[src/rtl/video_timing_if.sv]
// Pixel coordinate / colour bus between the video timing generator and its
// pixel sources, plus the timed video stream handed to the TMDS encoder.
interface video_timing_if;
    logic [9:0] x;
    logic [9:0] y;
    logic [7:0] r_in;
    logic [7:0] g_in;
    logic [7:0] b_in;
    logic       pattern_sel;
    logic [7:0] r;
    logic [7:0] g;
    logic [7:0] b;
    logic       hsync;
    logic       vsync;
    logic       de;
    logic       frame_start;

    modport master (
        output x, y, r, g, b, hsync, vsync, de, frame_start,
        input  r_in, g_in, b_in, pattern_sel
    );

    modport slave (
        input  x, y, r, g, b, hsync, vsync, de, frame_start,
        output r_in, g_in, b_in, pattern_sel
    );
endinterface

[src/rtl/video_timing.sv]
// 640x480@60 timing generator with a PIPE_LAT-deep sync/blank delay line and a
// blank-gated registered pixel output. Define VIDEO_TIMING_PATTERN_EN for colour bars.
module video_timing #(
    parameter int unsigned H_ACTIVE = 640,
    parameter int unsigned H_FP     = 16,
    parameter int unsigned H_SYNC   = 96,
    parameter int unsigned H_BP     = 48,
    parameter int unsigned V_ACTIVE = 480,
    parameter int unsigned V_FP     = 10,
    parameter int unsigned V_SYNC   = 2,
    parameter int unsigned V_BP     = 33,
    parameter bit          SYNC_POL = 1'b0,
    parameter int unsigned PIPE_LAT = 1
) (
    input  logic           pxl_clk,
    input  logic           rst_n,
    video_timing_if.master vid
);
    localparam int unsigned H_TOTAL = H_ACTIVE + H_FP + H_SYNC + H_BP;
    localparam int unsigned V_TOTAL = V_ACTIVE + V_FP + V_SYNC + V_BP;

    localparam logic [9:0] H_ACT_C  = 10'(H_ACTIVE);
    localparam logic [9:0] H_SB_C   = 10'(H_ACTIVE + H_FP);
    localparam logic [9:0] H_SE_C   = 10'(H_ACTIVE + H_FP + H_SYNC);
    localparam logic [9:0] H_LAST_C = 10'(H_TOTAL - 1);
    localparam logic [9:0] V_ACT_C  = 10'(V_ACTIVE);
    localparam logic [9:0] V_SB_C   = 10'(V_ACTIVE + V_FP);
    localparam logic [9:0] V_SE_C   = 10'(V_ACTIVE + V_FP + V_SYNC);
    localparam logic [9:0] V_LAST_C = 10'(V_TOTAL - 1);

    logic [9:0]          r_hcnt;
    logic [9:0]          r_vcnt;
    logic [9:0]          r_x;
    logic [9:0]          r_y;
    logic [9:0]          w_hcnt_nxt;
    logic [9:0]          w_vcnt_nxt;
    logic                w_active_nxt;
    logic                w_active0;
    logic                w_hs0;
    logic                w_vs0;
    logic                w_fs0;
    logic [PIPE_LAT-1:0] r_act_d;
    logic [PIPE_LAT-1:0] r_hs_d;
    logic [PIPE_LAT-1:0] r_vs_d;
    logic [PIPE_LAT-1:0] r_fs_d;
    logic [23:0]         w_src_rgb;
    logic [23:0]         r_rgb;
    logic                r_de;
    logic                r_hsync;
    logic                r_vsync;
    logic                r_fs;

    // Next raster position and stage-0 decodes of the current position.
    always_comb begin
        w_hcnt_nxt = r_hcnt + 10'd1;
        w_vcnt_nxt = r_vcnt;
        if (r_hcnt == H_LAST_C) begin
            w_hcnt_nxt = 10'd0;
            if (r_vcnt == V_LAST_C) begin
                w_vcnt_nxt = 10'd0;
            end else begin
                w_vcnt_nxt = r_vcnt + 10'd1;
            end
        end else begin
            w_hcnt_nxt = r_hcnt + 10'd1;
        end
        w_active_nxt = (w_hcnt_nxt < H_ACT_C) && (w_vcnt_nxt < V_ACT_C);
        w_active0    = (r_hcnt < H_ACT_C) && (r_vcnt < V_ACT_C);
        w_hs0        = (r_hcnt >= H_SB_C) && (r_hcnt < H_SE_C);
        w_vs0        = (r_vcnt >= V_SB_C) && (r_vcnt < V_SE_C);
        w_fs0        = (r_hcnt == 10'd0) && (r_vcnt == 10'd0);
    end

    // Raster counters; x/y are registered from the next position so they track hcnt/vcnt.
    always_ff @(posedge pxl_clk) begin
        if (!rst_n) begin
            r_hcnt <= 10'd0;
            r_vcnt <= 10'd0;
            r_x    <= 10'd0;
            r_y    <= 10'd0;
        end else begin
            r_hcnt <= w_hcnt_nxt;
            r_vcnt <= w_vcnt_nxt;
            r_x    <= w_active_nxt ? w_hcnt_nxt : 10'd0;
            r_y    <= w_active_nxt ? w_vcnt_nxt : 10'd0;
        end
    end

    // Delay line matching the pixel-source latency.
    always_ff @(posedge pxl_clk) begin
        if (!rst_n) begin
            r_act_d <= {PIPE_LAT{1'b0}};
            r_hs_d  <= {PIPE_LAT{1'b0}};
            r_vs_d  <= {PIPE_LAT{1'b0}};
            r_fs_d  <= {PIPE_LAT{1'b0}};
        end else begin
            r_act_d[0] <= w_active0;
            r_hs_d[0]  <= w_hs0;
            r_vs_d[0]  <= w_vs0;
            r_fs_d[0]  <= w_fs0;
            for (int i = 1; i < PIPE_LAT; i++) begin
                r_act_d[i] <= r_act_d[i-1];
                r_hs_d[i]  <= r_hs_d[i-1];
                r_vs_d[i]  <= r_vs_d[i-1];
                r_fs_d[i]  <= r_fs_d[i-1];
            end
        end
    end

`ifdef VIDEO_TIMING_PATTERN_EN
    logic [23:0] r_bar_d [PIPE_LAT];

    function automatic logic [23:0] bar_colour(input logic [9:0] col);
        logic [23:0] rgb;
        if (col < 10'd80) begin
            rgb = 24'hffffff;
        end else if (col < 10'd160) begin
            rgb = 24'hffff00;
        end else if (col < 10'd240) begin
            rgb = 24'h00ffff;
        end else if (col < 10'd320) begin
            rgb = 24'h00ff00;
        end else if (col < 10'd400) begin
            rgb = 24'hff00ff;
        end else if (col < 10'd480) begin
            rgb = 24'hff0000;
        end else if (col < 10'd560) begin
            rgb = 24'h0000ff;
        end else begin
            rgb = 24'h000000;
        end
        return rgb;
    endfunction

    // Colour bars from stage-0 x, delayed to line up with the source response.
    always_ff @(posedge pxl_clk) begin
        if (!rst_n) begin
            for (int i = 0; i < PIPE_LAT; i++) begin
                r_bar_d[i] <= 24'h000000;
            end
        end else begin
            r_bar_d[0] <= bar_colour(r_x);
            for (int i = 1; i < PIPE_LAT; i++) begin
                r_bar_d[i] <= r_bar_d[i-1];
            end
        end
    end

    // Bars replace the source colour when selected.
    always_comb begin
        if (vid.pattern_sel) begin
            w_src_rgb = r_bar_d[PIPE_LAT-1];
        end else begin
            w_src_rgb = {vid.r_in, vid.g_in, vid.b_in};
        end
    end
`else
    // Without the pattern generator the source colour always passes through.
    always_comb begin
        w_src_rgb = {vid.r_in, vid.g_in, vid.b_in};
    end
`endif

    // Output stage: blank-gated colour and sync at the configured polarity.
    always_ff @(posedge pxl_clk) begin
        if (!rst_n) begin
            r_de    <= 1'b0;
            r_rgb   <= 24'h000000;
            r_hsync <= ~SYNC_POL;
            r_vsync <= ~SYNC_POL;
            r_fs    <= 1'b0;
        end else begin
            r_de    <= r_act_d[PIPE_LAT-1];
            r_rgb   <= r_act_d[PIPE_LAT-1] ? w_src_rgb : 24'h000000;
            r_hsync <= r_hs_d[PIPE_LAT-1] ~^ SYNC_POL;
            r_vsync <= r_vs_d[PIPE_LAT-1] ~^ SYNC_POL;
            r_fs    <= r_fs_d[PIPE_LAT-1];
        end
    end

    assign vid.x           = r_x;
    assign vid.y           = r_y;
    assign vid.r           = r_rgb[23:16];
    assign vid.g           = r_rgb[15:8];
    assign vid.b           = r_rgb[7:0];
    assign vid.de          = r_de;
    assign vid.hsync       = r_hsync;
    assign vid.vsync       = r_vsync;
    assign vid.frame_start = r_fs;
endmodule

[src/flat_wrapper.sv]
// flat-port wrapper written by rule: the top's interface ports become plain ports
module video_timing_flat 
#(
    parameter int unsigned H_ACTIVE = 640,
    parameter int unsigned H_FP     = 16,
    parameter int unsigned H_SYNC   = 96,
    parameter int unsigned H_BP     = 48,
    parameter int unsigned V_ACTIVE = 480,
    parameter int unsigned V_FP     = 10,
    parameter int unsigned V_SYNC   = 2,
    parameter int unsigned V_BP     = 33,
    parameter bit          SYNC_POL = 1'b0,
    parameter int unsigned PIPE_LAT = 1
)
  (pxl_clk, rst_n, vid_x, vid_y, vid_r, vid_g, vid_b, vid_hsync, vid_vsync, vid_de, vid_frame_start, vid_r_in, vid_g_in, vid_b_in, vid_pattern_sel);
  video_timing_if vid_i ();
  input  logic pxl_clk;
  input  logic rst_n;
  output wire logic [$bits(vid_i.x)-1:0] vid_x;
  output wire logic [$bits(vid_i.y)-1:0] vid_y;
  output wire logic [$bits(vid_i.r)-1:0] vid_r;
  output wire logic [$bits(vid_i.g)-1:0] vid_g;
  output wire logic [$bits(vid_i.b)-1:0] vid_b;
  output wire logic [$bits(vid_i.hsync)-1:0] vid_hsync;
  output wire logic [$bits(vid_i.vsync)-1:0] vid_vsync;
  output wire logic [$bits(vid_i.de)-1:0] vid_de;
  output wire logic [$bits(vid_i.frame_start)-1:0] vid_frame_start;
  input wire logic [$bits(vid_i.r_in)-1:0] vid_r_in;
  input wire logic [$bits(vid_i.g_in)-1:0] vid_g_in;
  input wire logic [$bits(vid_i.b_in)-1:0] vid_b_in;
  input wire logic [$bits(vid_i.pattern_sel)-1:0] vid_pattern_sel;
  assign vid_x = vid_i.x;
  assign vid_y = vid_i.y;
  assign vid_r = vid_i.r;
  assign vid_g = vid_i.g;
  assign vid_b = vid_i.b;
  assign vid_hsync = vid_i.hsync;
  assign vid_vsync = vid_i.vsync;
  assign vid_de = vid_i.de;
  assign vid_frame_start = vid_i.frame_start;
  assign vid_i.r_in = vid_r_in;
  assign vid_i.g_in = vid_g_in;
  assign vid_i.b_in = vid_b_in;
  assign vid_i.pattern_sel = vid_pattern_sel;
  video_timing #(.H_ACTIVE(H_ACTIVE), .H_FP(H_FP), .H_SYNC(H_SYNC), .H_BP(H_BP), .V_ACTIVE(V_ACTIVE), .V_FP(V_FP), .V_SYNC(V_SYNC), .V_BP(V_BP), .SYNC_POL(SYNC_POL), .PIPE_LAT(PIPE_LAT)) u_core (.pxl_clk(pxl_clk), .rst_n(rst_n), .vid(vid_i));
endmodule
[config.mk]
export PLATFORM = sky130hd
export DESIGN_NAME = video_timing_flat
export DESIGN_NICKNAME = d
export VERILOG_FILES = /design/src/rtl/video_timing_if.sv /design/src/rtl/video_timing.sv /design/src/flat_wrapper.sv
export SDC_FILE = /design/constraint.sdc
export NUM_CORES = 1
export LEC_CHECK = 0
export CAP_MARGIN = 20
export CORE_MARGIN = 4
export CORE_UTILIZATION = 40
export CTS_CLUSTER_DIAMETER = 40
export DETAILED_ROUTE_END_ITERATION = 10
export PLACE_DENSITY = 0.71
export SLEW_MARGIN = 20
export SYNTH_ARGS = -nofsm -noshare
export SYNTH_HDL_FRONTEND = slang
export SYNTH_SLANG_ARGS = --single-unit
[constraint.sdc]
create_clock -name pxl_clk -period 5.9 [get_ports pxl_clk]
set_input_delay 0.885 -clock pxl_clk [delete_from_list [all_inputs] [get_ports pxl_clk]]
set_output_delay 0.885 -clock pxl_clk [all_outputs]
set_load 0.01 [all_outputs]
# --- Word-level counts from Yosys, hierarchy flattened ---
# Index checks and enable logic that the tools add are counted.
op_classes:
  n_addsub: 2
  n_lt_le_gt_ge: 8
  n_eq_ne: 2
  muxes: 3
  bitwise_logic: 2
  n_reduce_logical: 9
ops:
  columns: ["op", "count"]
  rows:
  - ["$lt A10 B10 Y1 const B", 3]
  - ["$lt A10 B9 Y1 const B", 3]
  - ["$mux W10", 3]
  - ["$add A10 B1 Y10 const B", 2]
  - ["$eq A10 B10 Y1 const B", 2]
  - ["$logic_not A10 Y1", 2]
  - ["$ge A10 B10 Y1 const B", 1]
  - ["$ge A10 B9 Y1 const B", 1]
  - ["$logic_and A1 B1 Y1", 5]
  - ["$reduce_and A2 Y1", 2]
  - ["$not A1 Y1", 2]
totals:
  regBits: 72
  inputBits: 27
  output_inout_bits: 48

# --- Longest topological paths before layout ---
# Gate-level depths: netlist of run 1.
logic_depth:
  ltp_word: 6
  ltp_mapped: 9

# --- Least setup slack after synthesis of run 1 ---
# No wires, ideal clock.
synth_path:
  path_kind: "input to register"
  from: "input port rst_n"
  to: "register u_core.r_y[7], in the netlist u_core.vid.y[7]"
  setup_ns: 0.131
  arrival_ns: 1.870
  t_required_ns: 5.769
  setup_slack_ns: 3.898
  cell_stages: 5
  cell_sequence: "clkbuf_1 inv_1 clkbuf_1 clkbuf_1 nor3_1"
synth_between:
  elab_chain_len: 1
synth_rtl:
  columns: ["item", "line", "rtl"]
  rows:
  - ["from (decl)", "flat_wrapper.sv:18", "input logic rst_n;"]
  - ["$reduce_and A2 Y1 (no source line)", null, null]
  - ["to (signal assigned)", "video_timing.sv:85", "r_y <= w_active_nxt ? w_vcnt_nxt : 10'd0;"]
  - ["to (decl)", "video_timing.sv:34", "logic [9:0] r_y;"]
# Every way passes these cells.
# A chain may end at the register's enable or synchronous reset.

==> flow_metrics.env, run 1 <==
export IMPL_yosysTopAreaCell="dfxtp_1"
export IMPL_syn_inst=257
export IMPL_clkTransAtPathRegs_ns=0.07
export IMPL_grt_pass1_vias=1957
export IMPL_use_met3=0.0507
export IMPL_met2_usage=0.228
export IMPL_cts_resized=0
export IMPL_critPathTopFamily="buffers and inverters"
export IMPL_drv_cap=0
export IMPL_cp_end_kind="register"
export IMPL_fill_cells=560
export IMPL_fin_tns_setup_ns=0
export IMPL_dr_pass1_iters=4
export IMPL_area_growth_pct=37.1
export IMPL_rsz0062_at_grt="no"
export IMPL_synthArstFlopShare=0
export IMPL_synth_nets=289
export IMPL_grt_overflow=0
export IMPL_avgSynthCellArea_sq_um=10.3
export IMPL_vias_per_cell=5.01
export IMPL_ys_seq_elements=72
export IMPL_htree_levels=3
export IMPL_path_depth=6
export IMPL_max_stage_delay_ns=0.46
export IMPL_clock_skew_ns=0.00844
export IMPL_cp_data_required_time_ns=6.13
export IMPL_ys_seq_area_frac=0.544
export IMPL_die_h_um=89.4
export IMPL_syn_area_sq_um=2650
export IMPL_relSlewSlack=0.528
export IMPL_cts_tree="built"
export IMPL_ctsHoldBuffers=0
export IMPL_worst_pin_slew_ns=0.707
export IMPL_min_path_cells=1
export IMPL_busiest_layer="met2"
export IMPL_dieArea_sq_um=7980
export IMPL_synth_cell_types=44
export IMPL_grt_usage=0.144
export IMPL_hold_path_class="register to register"
export IMPL_ant_nets=0
export IMPL_power_leakage_nw=1.47
export IMPL_grt_pass1_wl_mm=8.78
export IMPL_layout_min_cycle_time_ns=2.57
export IMPL_worstSkewPairLatency_ns=0.34
export IMPL_path_max_fanout=36
export IMPL_cts_sinks=72
export IMPL_worstSetupPathType="input port to register"
export IMPL_drive_gt1_frac=0.0937
export IMPL_ir_drop_v=0.000165
export IMPL_final_hold_viol_count=0
export IMPL_fp_row_count=29
export IMPL_rr_worst_depth=7
export IMPL_n_antenna_cell=0
export IMPL_post_route_period_util=0.435
export IMPL_drt_iter0_markers=43
export IMPL_status="complete, no violations"
export IMPL_ys_warn_count=0
export IMPL_die_w_um=89.4
export IMPL_start_kind="input port"
export IMPL_grt_max_degree=37
export IMPL_synthTopCellsByCount="dfxtp_1, and3_1, nor2_1, nand2_1"
export IMPL_postCtsSetupBuffers=0
export IMPL_antenna_found_initial=0
export IMPL_fmax_mhz=390
export IMPL_routed_wl_mm=5.63
export IMPL_dp_hpwl_mm=3.90
export IMPL_cts_root_buf="clkbuf_8"
export IMPL_core_area_sq_um=6390
export IMPL_crit_slowest_cell="clkdlybuf4s50_1"
export IMPL_drc_errors=0
export IMPL_path_cells="clkdlybuf4s50_1, buf_4, inv_1, nor3_1, nand4_1, nor4_1"
export IMPL_start_util=0.415
export IMPL_cts_buffers_inserted=9
export IMPL_yosysMostFrequentCell="dfxtp_1"
export IMPL_final_nets=358
export IMPL_setup_viol=0
export IMPL_maxSlewViolCount=0
export IMPL_yosys_most_used_dff="dfxtp_1"
export IMPL_power_density_nw_per_um2=279
export IMPL_num_io_pins=75
export IMPL_crit_buf_inv=3
export IMPL_routedWlPerCell_um=13.8
export IMPL_synth_top_area_frac=0.544
export IMPL_globalplace_congestion=0.890
export IMPL_port_buffers=73
export IMPL_use_met1=0.174
export IMPL_final_util=0.568
export IMPL_crit_arrival_ns=2.80
export IMPL_synth_area_leaders="dfxtp_1, and3_1, nor3_2"
export IMPL_via_count=2045
export IMPL_synth_edff_count=0
export IMPL_clock_path_buffers=2
## path summary, 6_finish.rpt
path / startpoint / end / slack (ns)
worst min-delay path: u_core.r_hs_d / u_core.vid.hsync / 0.37
worst min register to register: u_core.r_hs_d / u_core.vid.hsync / 0.37
worst max-delay path: rst_n / u_core.r_fs_d / 3.33
worst max register to register: u_core.r_hcnt[0] / u_core.vid.y[0] / 3.52
## kinds of logic (layout without fill, tap and decap cells)
| kind of cell | count (synthesis) | count (layout) | synth area share |
|---|---|---|---|
| AO/OA/AOI/OAI | 22 | 22 | 0.0647 |
| XOR/XNOR | 13 | 13 | 0.0430 |
| AND/OR/NAND/NOR | 122 | 122 | 0.283 |
| other | 1 | 1 | 0.00142 |
| flip-flops | 72 | 72 | 0.544 |
| buffers and inverters | 22 | 96 | 0.0402 |
| adder cells (fa/ha/maj) | 5 | 5 | 0.0236 |
## stage by stage
step	hold WS (ns)	setup WS, ns	area (sq um)	total power, mW	std cells
2_1_floorplan	0.352	3.90	2650	0.544	257
3_3_place_gp	0.357	2.96	3400	0.587	392
3_5_place_dp	0.355	3.02	3400	0.588	392
4_1_cts	0.373	3.38	3630	1.03	408
5_1_grt	0.391	3.14	3630	1.05	408
6_report	0.373	3.33	3630	1.01	408
## cell usage in the layout (no fill, tap or decap), types with 2 or more instances in the layout
master / instances
clkdlybuf4s50_1: 73
dfxtp_1: 72
and3_1: 29
nor2_1: 21
nand2_1: 14
clkbuf_8: 11
o21ai_0: 9
nor3_2: 8
xnor2_1: 7
inv_1: 6
and2_1: 6
nand4_1: 6
xor2_1: 6
nor3_1: 5
nand3_1: 5
ha_1: 5
and4_1: 4
nor4_1: 4
nor2b_1: 4
nor4b_1: 3
nand3_4: 2
a31oi_1: 2
nor3b_1: 2
or3_1: 2
and2b_1: 2
bufinv_16: 2
clkinv_2: 2
## layout make-up
class	instances	area (sq um)	share of cell area
Sequential cell	72	1440	0.397
Tap cell	77	96.3	0.0266
Clock buffer	11	151	0.0417
Multi-Input combinational cell	163	1100	0.303
Inverter	6	22.5	0.00621
Clock inverter	5	78.8	0.0217
Timing Repair Buffer	74	738	0.203
## flip-flops by register name (all words and copies together) (netlist names), 10 cells and up
signal / cells
u_core.r_vcnt: 10
u_core.r_rgb: 24
u_core.vid.y: 10
u_core.r_hcnt: 10
u_core.vid.x: 10
## power by group
| part | internal (mW) | leakage (nW) | switching, mW |
|---|---|---|---|
| logic | 0.0417 | 0.760 | 0.0248 |
| registers | 0.501 | 0.587 | 0.00872 |
| clock network | 0.260 | 0.119 | 0.178 |
## metal layers
layer / up-vias / routed length (um)
li1: 1031 / -
met1: 917 / 2550
met2: 89 / 2370
met3: 8 / 644
met4: 0 / 58
met5: - / 0
No activity file was read; power rests on OpenSTA's default activity.
==> run 2: changes to the inputs <==
- PLACE_DENSITY: 0.71 -> 0.74
- clock period: 5.9 -> 2.31 ns (I/O delays scaled with it)
==> run 2 against run 1 <==
Against the previous run: die area did not move; utilization rose by 1.4 points; flip-flop and latch count did not move; sequential power rose to 2.6 times the previous value; non-clock buffer count rose by 12; register-to-register slack got worse by 3.4 ns; via count rose by 4.8%; first-iteration DRC count rose by 86%; routed wire length rose by 11%; cell area rose by 2.5%.
==> flow_metrics.env, run 2 (synthesis results as in run 1) <==
export IMPL_layout_min_cycle_time_ns=2.21
export IMPL_power_leakage_nw=1.52
export IMPL_fin_tns_setup_ns=0
export IMPL_post_route_period_util=0.955
export IMPL_totalPowerFinal_mw=2.54
export IMPL_grt_pass1_wl_mm=9.79
export IMPL_clock_path_buffers=2
export IMPL_cp_end_kind="register"
export IMPL_start_util=0.415
export IMPL_place_worst_setup_slack_ns=0.150
export IMPL_clock_skew_ns=0.00553
export IMPL_cts_sinks=72
export IMPL_drc_errors=0
export IMPL_area_growth_pct=40.5
export IMPL_dp_hpwl_mm=4.37
export IMPL_fill_cells=559
export IMPL_final_nets=371
export IMPL_dr_max_layer_used="met4"
export IMPL_hold_path_class="register to register"
export IMPL_drive_gt1_frac=0.131
export IMPL_worstSetupPathType="register to register"
export IMPL_drv_cap=0
export IMPL_routed_wl_mm=6.24
export IMPL_ant_nets=0
export IMPL_final_cells=421
export IMPL_wl_met1_mm=2.70
export IMPL_globalplace_congestion=0.886
export IMPL_antenna_found_initial=0
export IMPL_die_h_um=89.4
export IMPL_htree_levels=3
export IMPL_clkTransAtPathRegs_ns=0.07
export IMPL_dp_cells=402
export IMPL_grt_overflow=0
export IMPL_final_hold_viol_count=0
export IMPL_status="complete, no violations"
export IMPL_mostFrequentLayoutCell="clkdlybuf4s50_1"
export IMPL_drt_iter0_markers=80
export IMPL_final_area_sq_um=3720
export IMPL_setup_viol=0
export IMPL_seq_area_sq_um=1440
export IMPL_grt_pass1_vias=2112
export IMPL_final_cell_mix="clkdlybuf4s50_1, dfxtp_1, and3_1"
export IMPL_die_w_um=89.4
export IMPL_ir_drop_v=0.000388
export IMPL_port_buffers=73
export IMPL_cts_root_buf="clkbuf_8"
export IMPL_grt_max_degree=31
export IMPL_cp_data_required_time_ns=2.59
export IMPL_n_antenna_cell=0
export IMPL_vias_per_cell=5.09
export IMPL_via_count=2143
export IMPL_core_area_sq_um=6390
export IMPL_relSlewSlack=0.605
export IMPL_power_density_nw_per_um2=684
export IMPL_largest_reg_flops=24
export IMPL_cts_tree="built"
export IMPL_crit_arrival_ns=2.48
export IMPL_worstSkewPairLatency_ns=0.34
export IMPL_routedWlPerCell_um=14.8
export IMPL_multiInputGateArea_sq_um=1120
export IMPL_fp_row_count=29
export IMPL_maxSlewViolCount=0
export IMPL_setup_slack_ns=0.104
export IMPL_ctsHoldBuffers=0
export IMPL_start_kind="register"
export IMPL_grt_usage=0.161
export IMPL_dieArea_sq_um=7980
export IMPL_dr_pass1_iters=4
export IMPL_wl_met2_mm=2.94
export IMPL_dr_wl_met3_um=537
export IMPL_fmax_mhz=453
export IMPL_placed_area_sq_um=3470
export IMPL_num_io_pins=75
export IMPL_worst_pin_slew_ns=0.592
export IMPL_cts_buffers_inserted=9
export IMPL_path_max_fanout=7
export IMPL_regMostFlops="u_core.r_rgb"
==> run 2: cell count changes in the layout (fill, tap and decap cells not counted), sizes merged <==
| cell | delta |
|---|---|
| buf | +12 |
| clkinv | -1 |
| clkinvlp | +1 |
| nand3 | +1 |
==> run 2: area by class of cell <==
type                    count  area share
flip-flops and latches     72       0.387
clock inverters             5      0.0219
well taps                  77      0.0259
multi-input cells         164       0.301
inverters                   6     0.00605
repair buffers             86       0.223
clock buffers              11      0.0353
==> run 2: metal layers <==
metal	track usage	vias to the layer above
li1	-	1063
met1	0.189	1006
met2	0.271	67
met3	0.0571	7
met4	0.0568	0
met5	0	-
==> run 2: final timing paths <==
path | slack [ns] | to | depth (start not counted) | from
setup reg to reg | 0.10 | u_core.vid.x[3] | 8 | u_core.r_hcnt[1]
setup / recovery | 0.10 | u_core.vid.x[3] | 8 | u_core.r_hcnt[1]
hold reg to reg | 0.38 | u_core.vid.hsync | 1 | u_core.r_hs_d
hold / removal | 0.38 | u_core.vid.hsync | 1 | u_core.r_hs_d
==> run 2: repair_timing <==
| action | 4_1_cts | 5_1_grt |
|---|---|---|
| buffers inserted | 0 | 2 |
| setup endpoints to repair | 0 | 16 |
| gates resized for setup | 0 | 3 |
==> run 2: power breakdown <==
group	total (mW)	switching (mW)	internal [mW]
combinational	0.177	0.0666	0.111
clock	1.07	0.458	0.609
sequential	1.30	0.0200	1.28
total	2.54	0.545	2.00
==> run 2: per-stage QoR <==
step                 util  hold WS, ns
finish              0.582        0.376
global route        0.582        0.405
CTS                 0.577        0.379
detailed placement  0.544        0.362
global placement    0.544        0.354
floorplan               -        0.352
==> run 2: worst max-delay path: stages (launching register included) <==
cell and delay [ns]:
dfxtp_1 0.38, ha_1 0.23, and3_1 0.29, and4_1 0.30, o21ai_0 0.16, a2bb2oi_2 0.19
buf_4 0.15, nand3_2 0.21, nor3_2 0.22
